## src/rtl/iomem_arbiter.sv

```systemverilog
// ----------------------------------------------------------------------------
// iomem_arbiter
//
// Two-master, one-slave arbiter for the picorv32-style iomem bus
// (valid/ready handshake, wstrb == 0 means read). The CPU iomem port (m0)
// and a secondary master such as a DMA or frame engine (m1) share one
// memory-mapped slave window.
//
// Arbitration is round-robin with exactly one transaction per grant. A
// watchdog force-completes a transaction that the slave never acknowledges.
// The master then gets a recognisable error word and timeout_err pulses.
//
// Ports
//   clk          system clock
//   resetn       asynchronous active-low reset
//   m0_valid     master 0 request, held with addr/wdata/wstrb until m0_ready
//   m0_ready     master 0 completion strobe (one cycle)
//   m0_wstrb     master 0 byte write strobes, 0 = read
//   m0_addr      master 0 byte address
//   m0_wdata     master 0 write data
//   m0_rdata     master 0 read data, non-zero only on its ready cycle
//   m1_*         same set of signals for master 1
//   s_valid      slave request
//   s_ready      slave completion strobe
//   s_wstrb      slave byte strobes (0 whenever s_valid = 0)
//   s_addr       slave address (granted master's address while busy)
//   s_wdata      slave write data (granted master's data while busy)
//   s_rdata      slave read data
//   grant        index of the currently / most recently granted master
//   busy         high while a transaction is in flight
//   timeout_err  one-cycle pulse when a transaction is force-completed
//
// Parameters
//   TIMEOUT_CYCLES  number of busy cycles without s_ready before the
//                   transaction is forced to complete; 0 disables it
//   TIMEOUT_RDATA   read data returned on a timed-out transaction
// ----------------------------------------------------------------------------
module iomem_arbiter #(
    parameter int unsigned TIMEOUT_CYCLES = 256,
    parameter logic [31:0] TIMEOUT_RDATA  = 32'hDEAD_BEEF
) (
    input  logic        clk,
    input  logic        resetn,

    input  logic        m0_valid,
    output logic        m0_ready,
    input  logic [3:0]  m0_wstrb,
    input  logic [31:0] m0_addr,
    input  logic [31:0] m0_wdata,
    output logic [31:0] m0_rdata,

    input  logic        m1_valid,
    output logic        m1_ready,
    input  logic [3:0]  m1_wstrb,
    input  logic [31:0] m1_addr,
    input  logic [31:0] m1_wdata,
    output logic [31:0] m1_rdata,

    output logic        s_valid,
    input  logic        s_ready,
    output logic [3:0]  s_wstrb,
    output logic [31:0] s_addr,
    output logic [31:0] s_wdata,
    input  logic [31:0] s_rdata,

    output logic        grant,
    output logic        busy,
    output logic        timeout_err
);

    // ------------------------------------------------------------------------
    // Watchdog counter sizing. At least 9 bits so that the default of 256
    // always fits, wider if a larger timeout is requested.
    // ------------------------------------------------------------------------
    localparam int CNT_REQ_W = $clog2(TIMEOUT_CYCLES + 1);
    localparam int CNT_W     = (CNT_REQ_W > 9) ? CNT_REQ_W : 9;

    localparam bit TIMEOUT_EN = (TIMEOUT_CYCLES > 0);

    // Counter value seen on the last permitted busy cycle. The first busy
    // cycle has count 0, so cycle N has count N-1.
    localparam logic [CNT_W-1:0] CNT_LAST =
        CNT_W'(TIMEOUT_EN ? (TIMEOUT_CYCLES - 1) : 0);

    typedef enum logic {
        IDLE = 1'b0,
        BUSY = 1'b1
    } state_t;

    state_t           state_q, state_d;
    logic             grant_q, grant_d;
    logic             last_grant_q, last_grant_d;
    logic [CNT_W-1:0] cnt_q, cnt_d;

    // Completion of the granted transaction (normal or forced) and the
    // read word handed back with it.
    logic             done;
    logic [31:0]      done_rdata;

    // Request of the granted master.
    logic             sel_valid;
    logic [3:0]       sel_wstrb;
    logic [31:0]      sel_addr;
    logic [31:0]      sel_wdata;
    logic             timeout_hit;

    assign sel_valid = grant_q ? m1_valid : m0_valid;
    assign sel_wstrb = grant_q ? m1_wstrb : m0_wstrb;
    assign sel_addr  = grant_q ? m1_addr  : m0_addr;
    assign sel_wdata = grant_q ? m1_wdata : m0_wdata;

    assign timeout_hit = TIMEOUT_EN && (cnt_q == CNT_LAST);

    // ------------------------------------------------------------------------
    // State register
    // ------------------------------------------------------------------------
    // NOTE: state uses non-blocking assignments so every flop samples the
    // pre-edge values; blocking here would let order of statements leak into
    // the hardware and mismatch simulation against synthesis.
    always_ff @(posedge clk or negedge resetn) begin
        if (!resetn) begin
            state_q      <= IDLE;
            grant_q      <= 1'b0;
            // Pretend m1 won last so m0 takes the first contested grant.
            last_grant_q <= 1'b1;
            cnt_q        <= '0;
        end else begin
            state_q      <= state_d;
            grant_q      <= grant_d;
            last_grant_q <= last_grant_d;
            cnt_q        <= cnt_d;
        end
    end

    // ------------------------------------------------------------------------
    // Next-state and bus-side outputs
    // ------------------------------------------------------------------------
    // NOTE: every signal driven here gets a default first; any path that
    // left one unassigned would infer a latch.
    always_comb begin
        state_d      = state_q;
        grant_d      = grant_q;
        last_grant_d = last_grant_q;
        cnt_d        = cnt_q;

        s_valid      = 1'b0;
        s_wstrb      = 4'b0000;
        s_addr       = 32'h0;
        s_wdata      = 32'h0;
        done         = 1'b0;
        done_rdata   = 32'h0;
        timeout_err  = 1'b0;

        unique case (state_q)
            IDLE: begin
                if (m0_valid || m1_valid) begin
                    // Contested: alternate. Uncontested: whoever asks.
                    if (m0_valid && m1_valid) begin
                        grant_d = ~last_grant_q;
                    end else begin
                        grant_d = m1_valid;
                    end
                    cnt_d   = '0;
                    state_d = BUSY;
                end
            end

            BUSY: begin
                s_addr  = sel_addr;
                s_wdata = sel_wdata;

                if (!sel_valid) begin
                    // Master withdrew its request: drop it silently.
                    last_grant_d = grant_q;
                    state_d      = IDLE;
                end else if (s_ready) begin
                    // A slave answer on the timeout cycle still counts as a
                    // normal completion, so this test comes first.
                    s_valid      = 1'b1;
                    s_wstrb      = sel_wstrb;
                    done         = 1'b1;
                    done_rdata   = s_rdata;
                    last_grant_d = grant_q;
                    state_d      = IDLE;
                end else if (timeout_hit) begin
                    // Withdraw the request from the slave and complete the
                    // master with the error word.
                    done         = 1'b1;
                    done_rdata   = TIMEOUT_RDATA;
                    timeout_err  = 1'b1;
                    last_grant_d = grant_q;
                    state_d      = IDLE;
                end else begin
                    s_valid = 1'b1;
                    s_wstrb = sel_wstrb;
                    if (TIMEOUT_EN) begin
                        cnt_d = cnt_q + CNT_W'(1);
                    end
                end
            end

            default: begin
                state_d = IDLE;
            end
        endcase
    end

    // ------------------------------------------------------------------------
    // Master-side outputs. Read data is forced to zero outside the owning
    // master's ready cycle so idle masters never see stale slave data.
    // ------------------------------------------------------------------------
    assign m0_ready = done & ~grant_q;
    assign m1_ready = done &  grant_q;
    assign m0_rdata = m0_ready ? done_rdata : 32'h0;
    assign m1_rdata = m1_ready ? done_rdata : 32'h0;

    assign grant = grant_q;
    assign busy  = (state_q == BUSY);

endmodule

```

## config.mk

```make
export PLATFORM = sky130hd
export DESIGN_NAME = iomem_arbiter
export DESIGN_NICKNAME = d
export VERILOG_FILES = /design/src/rtl/iomem_arbiter.sv
export SDC_FILE = /design/constraint.sdc
export NUM_CORES = 1
export LEC_CHECK = 0
export ABC_AREA = 1
export ABC_CLOCK_PERIOD_IN_PS = 2700
export CAP_MARGIN = 20
export CORE_AREA = 2 2 119 121
export DETAILED_ROUTE_END_ITERATION = 10
export DIE_AREA = 0 0 121 123
export PLACE_DENSITY = 0.61
export SYNTH_ARGS = -nofsm -noshare
export SYNTH_HDL_FRONTEND = slang
export SYNTH_SLANG_ARGS = --single-unit
export TNS_END_PERCENT = 20
```

## constraint.sdc

```tcl
create_clock -name clk -period 2.7 [get_ports clk]
set_input_delay 0.81 -clock clk [delete_from_list [all_inputs] [get_ports clk]]
set_output_delay 0.81 -clock clk [all_outputs]
set_load 0.02 [all_outputs]
```

Word level (Yosys, flattened, before mapping)
Index checks and enable logic that the tools add are counted.
{ "word_totals": {"reg_bits": 12, "in_bits": 173, "output_inout_bits": 138, "wordCells": 61} }
{ "op_classes": {"add_sub_neg": 1, "n_eq_ne": 6, "n_mux": 40, "bitwise": 5, "reduce_logical": 5} }
{ "ops": {"columns": ["op", "count"], "rows": [
  ["$mux 32", 10],
  ["$mux 9", 4],
  ["$mux 4", 5],
  ["$mux 1", 19],
  ["$pmux 9 s2", 1],
  ["$add 9x1->9 const B", 1],
  ["$eq 9x8->1 const B", 1],
  ["$ne 2x2->1 const B", 3],
  ["$reduce_and 2->1", 2],
  ["$reduce_and 4->1", 1],
  ["$ne 3x2->1 const B", 1],
  ["$not 1->1", 3],
  ["$and 1x1->1", 2],
  ["$ne 2x1->1 const B", 1],
  ["$pmux 1 s2", 1],
  ["$logic_and 1x1->1", 1],
  ["$logic_or 1x1->1", 1]
]} }

Logic depth before layout (Yosys ltp)
Gate-level depths: netlist (run 1).
{ "logic_depth": {"ltp_word": 7, "ltp_mapped": 13, "ltp_nobuf": 12} }

Least setup slack after synthesis (run 1)
No wires, ideal clock.
{ "synth_timing": {"path_type": "register to output", "start": "register cnt_q[0]", "end": "output m1_rdata[0]", "arrival_time_ps": 1914, "path_slack_ps": -24, "stages_incl_launch_ff": 12, "path_buffers": 1, "cell_sequence": "dfrtp_1 -> ha_1 -> nand2_1 -> nor2_1 -> nand3_1 -> nor2_1 -> ha_1 -> inv_1 -> nand2_1 -> nand3_4 -> buf_4 -> nor2_1"} }
{ "synth_via": {"elab_chain_cells": 7, "elab_cells_between_ends": 11, "classes_between": "1 x eq/ne; 9 x mux; 1 x bitwise"} }
{ "synth_lines": {"columns": ["item", "line_no", "source"], "rows": [
  ["from (decl)", "93", "logic [CNT_W-1:0] cnt_q, cnt_d;"],
  ["from (signal assigned)", "131", "cnt_q <= cnt_d;"],
  ["$eq 9x8->1 (*)", "112", "assign timeout_hit = TIMEOUT_EN && (cnt_q == CNT_LAST);"],
  ["$mux 1", "185", "end else if (timeout_hit) begin"],
  ["$mux 1", "176", "end else if (s_ready) begin"],
  ["$mux 1", "172", "if (!sel_valid) begin"],
  ["$mux 1", "154", "unique case (state_q)"],
  ["$and 1x1->1", "213", "assign m1_ready = done & grant_q;"],
  ["$mux 32 (*)", "215", "assign m1_rdata = m1_ready ? done_rdata : 32'h0;"],
  ["to (decl)", "57", "output logic [31:0] m1_rdata,"]
]} }
Mark *: on every way between the ends. The rest lies on a longest branch, timed or not.

Final worst setup path (run 1)
{ "layout_timing": {"start": "register cnt_q[1]", "end": "output m0_rdata[22]"} }
{ "layout_via": {"elab_chain_cells": 7} }
{ "layout_lines": {"columns": ["item", "line_no", "source"], "rows": [
  ["$eq 9x8->1", "112", null],
  ["$mux 1", "185", null],
  ["$mux 1", "176", null],
  ["$mux 1", "172", null],
  ["$mux 1", "154", null],
  ["$and 1x1->1", "212", "assign m0_ready = done & ~grant_q;"],
  ["$mux 32", "214", "assign m0_rdata = m0_ready ? done_rdata : 32'h0;"],
  ["to (decl)", "50", "output logic [31:0] m0_rdata,"]
]} }
No other way between the ends.

==> flow_summary.yaml, run 1 <==
pwr:
  power.total_w: 0.00410
  switching_share_pct: 54.4
  clockPowerShare_pct: 7.4
  intPower_w: 0.00187
  power.density_nw_per_um2: 670
  pwr-share-comb_pct: 86.0
  irDropWorstVdd_v: 0.000338
  p_switching_w: 0.00223
  p_leak_nw: 2.91
  pwr-share-seq_pct: 6.7
drt:
  first_pass_iters: 4
  vias: 3980
  wl_microns: 13500
  first_iter_violations: 126
  wl_per_cell_microns: 14.2
  ant_nets: 0
  drc: 0
  vias_per_cell: 4.21
yosys:
  synth_cell_types: 25
  seq_area_frac_synth_pct: 13.6
  ys_ff_latch: 12
  synthesis.nets: 611
  syn_area_sq_um: 2220
  synth.avg_cell_area_sq_um: 5.08
  syn_inst: 436
  ys_warn_count: 0
clock_network:
  cts_max_path_buffers: 2
  clock_sinks: 12
  cts_root_buf: "clkbuf_16"
  hold_buffers: 0
  tritoncts: "built"
  clk_pin_slew_ns: 0.04
  cts_buffers: 3
  htreeDepth: 1
  clk_latency_ns: 0.24
placed_design:
  dpl.hpwl_microns: 10500
  dp_slack_ns: -0.835
  io_buffers: 310
  gp_congestion: 0.824
  dpl_cell_area_sq_um: 5700
finish:
  fillers: 1424
  diodes: 0
  stdcell_area_sq_um: 6110
  drive_above_1_share_pct: 26.5
  finalNetCount: 942
  areaGrowthSynthToFinish_pct: 176
global_routing:
  grtUsageTotal_pct: 17.2
  met3_usage_pct: 3.69
  grt.busiest_layer: "met2"
  grt-ovfl-total: 0
  grt_pass1_vias: 3882
  antenna_found_initial: 0
  grt_pass1_wl_microns: 20400
  gr-usage-met1_pct: 19.3
  globalRouteMet2Util_pct: 32.2
  grt_max_degree: 57
die:
  die_y_microns: 123
  initial_utilization_pct: 16.3
  die_w_microns: 121
  pin_count: 311
  dieArea_sq_um: 14900
  placementRows: 43
  core_area_sq_um: 13600
timing:
  tightest_slew_ns: 0.560
  hold_viol_final: 0
  setup_ws_ns: -0.286
  finalCriticalPeriod_ns: 2.99
  fin_crit_sh_pct: 111
  fin_setup_tns_ns: -15.17
  fmax_ghz: 0.335
  relSlewSlack_pct: 62.6
  setup_violations: 72
  maxSlewViolCount: 0
  skew_ns: 0.00250
  rsz0062_at_grt: "true"
critical_path:
  cp.required_ns: 1.89
  worstPathArrival_ns: 2.18
  worst-path-buf-inv: 4
  endpoint_kind: "output pin"
  path_max_fanout: 6
  reg2reg_slack_ns: 0.64
  startpoint_type: "flop"
  critPathTopFamily: "simple AND/OR/NAND/NOR gates"
  worstPathCellList: "ha_2, nand2_4, nor2_4, nand3_4, nor2_4, ha_2, inv_2, nand2_4, nand3_4, buf_12, buf_16, nor3_4, buf_6"
  slowest_delay_ns: 0.35
  path_class: "reg -> out"
  slowest_stage: "dfrtp_1"
outcome:
  violations: "setup timing"
  status: "finished, violations left"
flow_run:
  maxCapViolCount: 0
hold_path:
  hold_path.class: "reg -> reg"
==> cell usage after synthesis (all sizes together) <==
| cell type | instances | area [sq um] |
|---|---|---|
| ha | 2 | 25.0 |
| nor3 | 22 | 175 |
| o22ai | 1 | 6.26 |
| nand2 | 36 | 148 |
| nor2 | 217 | 831 |
| o21ai | 74 | 370 |
| nand3 | 12 | 85.1 |
| dfrtp | 11 | 275 |
| o21bai | 1 | 7.51 |
| buf | 13 | 80.1 |
| nand3b | 1 | 7.51 |
| clkbuf | 20 | 75.1 |
| inv | 24 | 95.1 |
| xor2 | 1 | 8.76 |
| dfstp | 1 | 26.3 |
==> logic make-up (layout without fill, tap and decap cells) <==
family,after synthesis,in the layout,share of synthesized area [%]
xor gates and xnor gates,1,1,0.395
buffers and inverters,57,387,11.3
adders and majority gates,2,2,1.13
AOI/OAI and AO/OA,76,76,17.3
and+or+nand+nor,288,288,56.2
DFF,12,12,13.6
==> cell usage in the layout (no fill, tap or decap), types with 2 or more instances in the layout <==
master           netlist  routed
buf_16                 0       3
clkbuf_2               0       3
nor2_1               216     186
nor2_4                 0      18
inv_1                 20      17
nand2_4                1       3
nand2_1               33      30
clkbuf_16              0       4
nor2_2                 0      12
dfrtp_1               11       9
nor3_1                 9       4
nor3_2                13      14
inv_2                  3       6
nor3_4                 0       4
o21ai_1                1       2
nand2_2                2       2
nand3_1               10       9
ha_2                   0       2
clkdlybuf4s50_1        0     170
buf_4                  1      80
buf_6                  2      33
buf_12                 0       6
clkdlybuf4s15_1        0       2
buf_2                 10       2
o21ai_0               73      72
nand3_4                2       3
dlygate4sd2_1          0      57
dfrtp_2                0       2
==> area by class of cell <==
cell class                 count  area, sq um  area share (%)
multi-input combinational    367         1930            31.6
timing repair buffer         359         3470            56.8
sequential                    12          304            4.98
tap                          180          225            3.69
inverter                      24         95.1            1.56
clock buffer                   4         88.8            1.45
==> state kept, by name, summed over array words and instances (netlist names) <==
register / count
cnt_q: 9
busy: 1
grant: 1
last_grant_q: 1
==> worst reg2reg max path: stages, from the launching register on <==
cell and delay (ns):
dfrtp_1 0.35, ha_2 0.21, nand2_4 0.06, nor2_4 0.13, nand3_4 0.09, nor2_4 0.12
ha_2 0.17, inv_2 0.04, nand2_4 0.08, buf_4 0.10, buf_4 0.09, nand3b_1 0.15
nand2_1 0.17, nand2_1 0.09, o21ai_1 0.07
==> per-stage QoR <==
step / hold WS [ns] / cells / util, %
3_3_place_gp: 0.487 / 927 / 41.9
6_report: 0.492 / 946 / 44.9
2_1_floorplan: 0.467 / 436 / -
5_1_grt: 0.536 / 946 / 44.9
4_1_cts: 0.496 / 939 / 42.6
3_5_place_dp: 0.489 / 927 / 41.9
==> layer usage <==
metal	vias up	wire length, microns
li1	2034	-
met1	1717	5000
met2	209	6860
met3	20	1250
met4	0	344
met5	-	0
==> final timing paths <==
kind	startpoint	to	cells past startpoint
worst max-delay path	cnt_q[1]$_DFFE_PN0P_	m0_rdata[22]	13
worst min-delay path	last_grant_q$_DFFE_PN1P_	last_grant_q$_DFFE_PN1P_	2
worst max register to register	cnt_q[1]$_DFFE_PN0P_	cnt_q[2]$_DFFE_PN0P_	14
worst min register to register	last_grant_q$_DFFE_PN1P_	last_grant_q$_DFFE_PN1P_	2
max in group asynchronous	resetn	grant$_DFFE_PN0P_	1
min in group asynchronous	resetn	cnt_q[6]$_DFFE_PN0P_	1
==> power by group through the flow <==
stage	Sequential, W	Clock (W)	Combinational [W]
floorplan	0.000276	0	0.00184
global placement	0.000272	0	0.00363
detailed placement	0.000273	0	0.00363
CTS	0.000272	0.000310	0.00346
global route	0.000280	0.000321	0.00384
finish	0.000273	0.000303	0.00352
==> timing repair <==
action                     in CTS  in global routing
setup endpoints to repair     132                 79
gates resized for setup       468                 79
cloned                          2                  1
pin swaps                       7                  6
buffers inserted                6                  6
Power figures use the tool's default switching activity.
==> run 2, diff against run 1 <==
--- a/config.mk
+++ b/config.mk
@@ -9,8 +9,10 @@
 export ABC_CLOCK_PERIOD_IN_PS = 2700
 export CAP_MARGIN = 20
 export CORE_AREA = 2 2 119 121
+export CTS_CLUSTER_SIZE = 16
 export DETAILED_ROUTE_END_ITERATION = 10
 export DIE_AREA = 0 0 121 123
+export HOLD_SLACK_MARGIN = 0.03
 export PLACE_DENSITY = 0.61
 export SYNTH_ARGS = -nofsm -noshare
 export SYNTH_HDL_FRONTEND = slang
==> results of run 2 <==
The final DEF is identical to that of run 1; final timing and power are the same.
==> run 3, diff against run 2 <==
==> config.mk (replaced) <==
export PLATFORM = sky130hd
export DESIGN_NAME = iomem_arbiter
export DESIGN_NICKNAME = d
export VERILOG_FILES = /design/src/rtl/iomem_arbiter.sv
export SDC_FILE = /design/constraint.sdc
export NUM_CORES = 1
export LEC_CHECK = 0
export ABC_CLOCK_PERIOD_IN_PS = 2700
export CAP_MARGIN = 20
export CORE_AREA = 2 2 122 124
export CTS_CLUSTER_SIZE = 16
export DETAILED_ROUTE_END_ITERATION = 10
export DIE_AREA = 0 0 124 126
export HOLD_SLACK_MARGIN = 0.03
export PLACE_DENSITY = 0.59
export SYNTH_ARGS = -nofsm -noshare
export SYNTH_HDL_FRONTEND = slang
export SYNTH_SLANG_ARGS = --single-unit
export TNS_END_PERCENT = 20
==> run 3 against run 2 <==
Total power down 17%. Utilization down 0.50 points. Combinational power down 19%. The flow still finishes with violations (setup timing). Routed wire length up 2.2%. Flip-flop and latch count unchanged. Worst hold slack better by 0.042 ns.
==> flow_summary.yaml, run 3 <==
die:
  pin_count: 311
  die_w_microns: 124
  placementRows: 44
  initial_utilization_pct: 15.2
  dieArea_sq_um: 15600
  core_area_sq_um: 14300
  die_y_microns: 126
drt:
  ant_nets: 0
  first_pass_iters: 4
  drc: 0
  first_iter_violations: 98
  vias: 3615
  wl_microns: 13800
  wl_per_cell_microns: 15.9
  vias_per_cell: 4.18
timing:
  finalCriticalPeriod_ns: 3.07
  relSlewSlack_pct: 59.6
  maxSlewViolCount: 0
  tightest_slew_ns: 0.604
  skew_ns: 0.00462
  rsz0062_at_grt: "true"
  setup_violations: 55
  setup_ws_ns: -0.370
  fin_setup_tns_ns: -14.49
  fmax_ghz: 0.326
  fin_crit_sh_pct: 114
  hold_viol_final: 0
finish:
  areaGrowthSynthToFinish_pct: 192
  largest_register_ffs: 9
  final_core_util_pct: 44.4
  largest-register: "cnt_q"
  diodes: 0
  final_common_cell: "clkdlybuf4s50_1"
  finalNetCount: 857
  drive_above_1_share_pct: 31.1
  layout_common_cells: "clkdlybuf4s50_1, nor2_1, mux2i_1"
  final_cells: 865
global_routing:
  grtUsageTotal_pct: 16.5
  antenna_found_initial: 1
  grt-ovfl-total: 0
  grt_max_degree: 42
  grt_pass1_vias: 3780
  grt_pass1_wl_microns: 20100
hold_path:
  hold_path.class: "reg -> reg"
pwr:
  irDropWorstVdd_v: 0.000420
  p_leak_nw: 3.07
  power.density_nw_per_um2: 538
critical_path:
  rr_endpoint: "cnt_q[7]$_DFFE_PN0P_"
  crit_start: "cnt_q[1]$_DFFE_PN0P_"
  slowest_stage: "dfrtp_1"
  path_max_fanout: 6
  startpoint_type: "flop"
  critPathTopFamily: "simple AND/OR/NAND/NOR gates"
  worstPathArrival_ns: 2.26
  worstPathCellList: "ha_2, and3_4, nand3_4, nor3_4, ha_2, or2_4, nand3_4, buf_12, buf_16, buf_6, nor2_4, buf_6"
  cp-endpoint: "m0_rdata[5]"
  cp.required_ns: 1.89
  cp_num_cells: 12
  path_class: "reg -> out"
  reg2reg_slack_ns: 0.50
  slowest_delay_ns: 0.35
  r2r_cells: 10
  worst-path-buf-inv: 4
  endpoint_kind: "output pin"
  r2r-start: "cnt_q[1]$_DFFE_PN0P_"
yosys:
  synth.most_common_cell: "nor2_1"
  syn_area_sq_um: 2170
  synth.top_cells.by_area: "mux2i_1, nor2_1, dfrtp_1"
  syn_inst: 329
  synth_cell_types: 36
  seq_area_frac_synth_pct: 13.9
  ys_async_sr_fraction_pct: 100
  ys_ff_latch: 12
  synthesis.nets: 504
  synth_top_flop_cell: "dfrtp_1"
  synth_top_cell_by_area: "mux2i_1"
  yosys-top-cells-count: "nor2_1, mux2i_1, nor2b_1, and2_1, clkbuf_1"
  synth_edf_count: 0
  ys_warn_count: 0
  synth_top_area_share_pct: 31.3
  synth.avg_cell_area_sq_um: 6.61
clock_network:
  clock_sinks: 12
  htreeDepth: 1
  cts_max_path_buffers: 2
  cts_buffers: 3
  clk_pin_slew_ns: 0.05
  cts_root_buf: "clkbuf_16"
  tritoncts: "built"
  clk_latency_ns: 0.25
outcome:
  violations: "setup timing"
  status: "finished, violations left"
placed_design:
  io_buffers: 310
  placed_cells_incl_taps: 848
  dpl.hpwl_microns: 11400
  gp_congestion: 0.896
  dp_slack_ns: -0.822
flow_run:
  maxCapViolCount: 0
==> run 3: worst min-delay path: stages (launching register included) <==
cell     delay, ns
dfstp_2       0.37
a21oi_1       0.11
nor2_1        0.05
==> run 3: cell type report <==
cell class	count	area, sq um
clock buffers	4	88.8
fillers	1468	7960
inverters	9	33.8
multi-input cells	285	2080
flip-flops and latches	12	305
well taps	184	230
repair buffers	371	3620
==> run 3: repair_timing <==
item / in CTS / in global routing
endpoints found under the hold margin: 0 / 0
pin swaps: 4 / 1
hold buffers: 0 / 0
resized for setup: 442 / 40
cloned: 3 / 0
buffers inserted: 5 / 5
setup endpoints to repair: 134 / 75
==> run 3: cell families (layout without fill, tap and decap cells) <==
group	Yosys count	in the layout	synth area share, %
flops	12	12	13.9
mux	69	69	31.8
simple gates	191	191	40.2
fa+ha+maj	2	2	1.15
buf+inv	32	384	5.98
compound gates	23	23	6.96
==> run 3: metrics by stage <==
step,power [W],hold slack (ns),instance area [sq um]
after floorplan,0.00180,0.486,2400
after global placement,0.00319,0.512,6080
after detailed placement,0.00322,0.522,6080
after CTS,0.00341,0.529,6210
after global routing,0.00363,0.590,6350
final,0.00342,0.534,6350
==> run 3: how the worst min path moves through the flow <==
stage | endpoint | cells past startpoint | slack [ns] | from
finish | last_grant_q$_DFFE_PN1P_ | 2 | 0.53 | last_grant_q$_DFFE_PN1P_
global route | last_grant_q$_DFFE_PN1P_ | 2 | 0.59 | last_grant_q$_DFFE_PN1P_
CTS | last_grant_q$_DFFE_PN1P_ | 2 | 0.53 | last_grant_q$_DFFE_PN1P_
detailed placement | last_grant_q$_DFFE_PN1P_ | 2 | 0.52 | last_grant_q$_DFFE_PN1P_
global placement | cnt_q[7]$_DFFE_PN0P_ | 2 | 0.51 | cnt_q[7]$_DFFE_PN0P_
floorplan | cnt_q[5]$_DFFE_PN0P_ | 1 | 0.49 | cnt_q[5]$_DFFE_PN0P_
==> run 3: layer usage <==
metal	routed length (microns)	track usage, %	vias to the layer above
met4	159	2.58	2
met5	12	0	-
met1	4900	17.3	1605
li1	-	-	1798
met2	7300	32.6	196
met3	1380	4.44	14
==> run 3: power breakdown <==
group	internal, W	total [W]	switching [W]	leakage [nW]
Clock	0.000225	0.000312	0.0000877	0.0442
Sequential	0.000222	0.000257	0.0000356	0.157
Combinational	0.00134	0.00285	0.00151	2.87
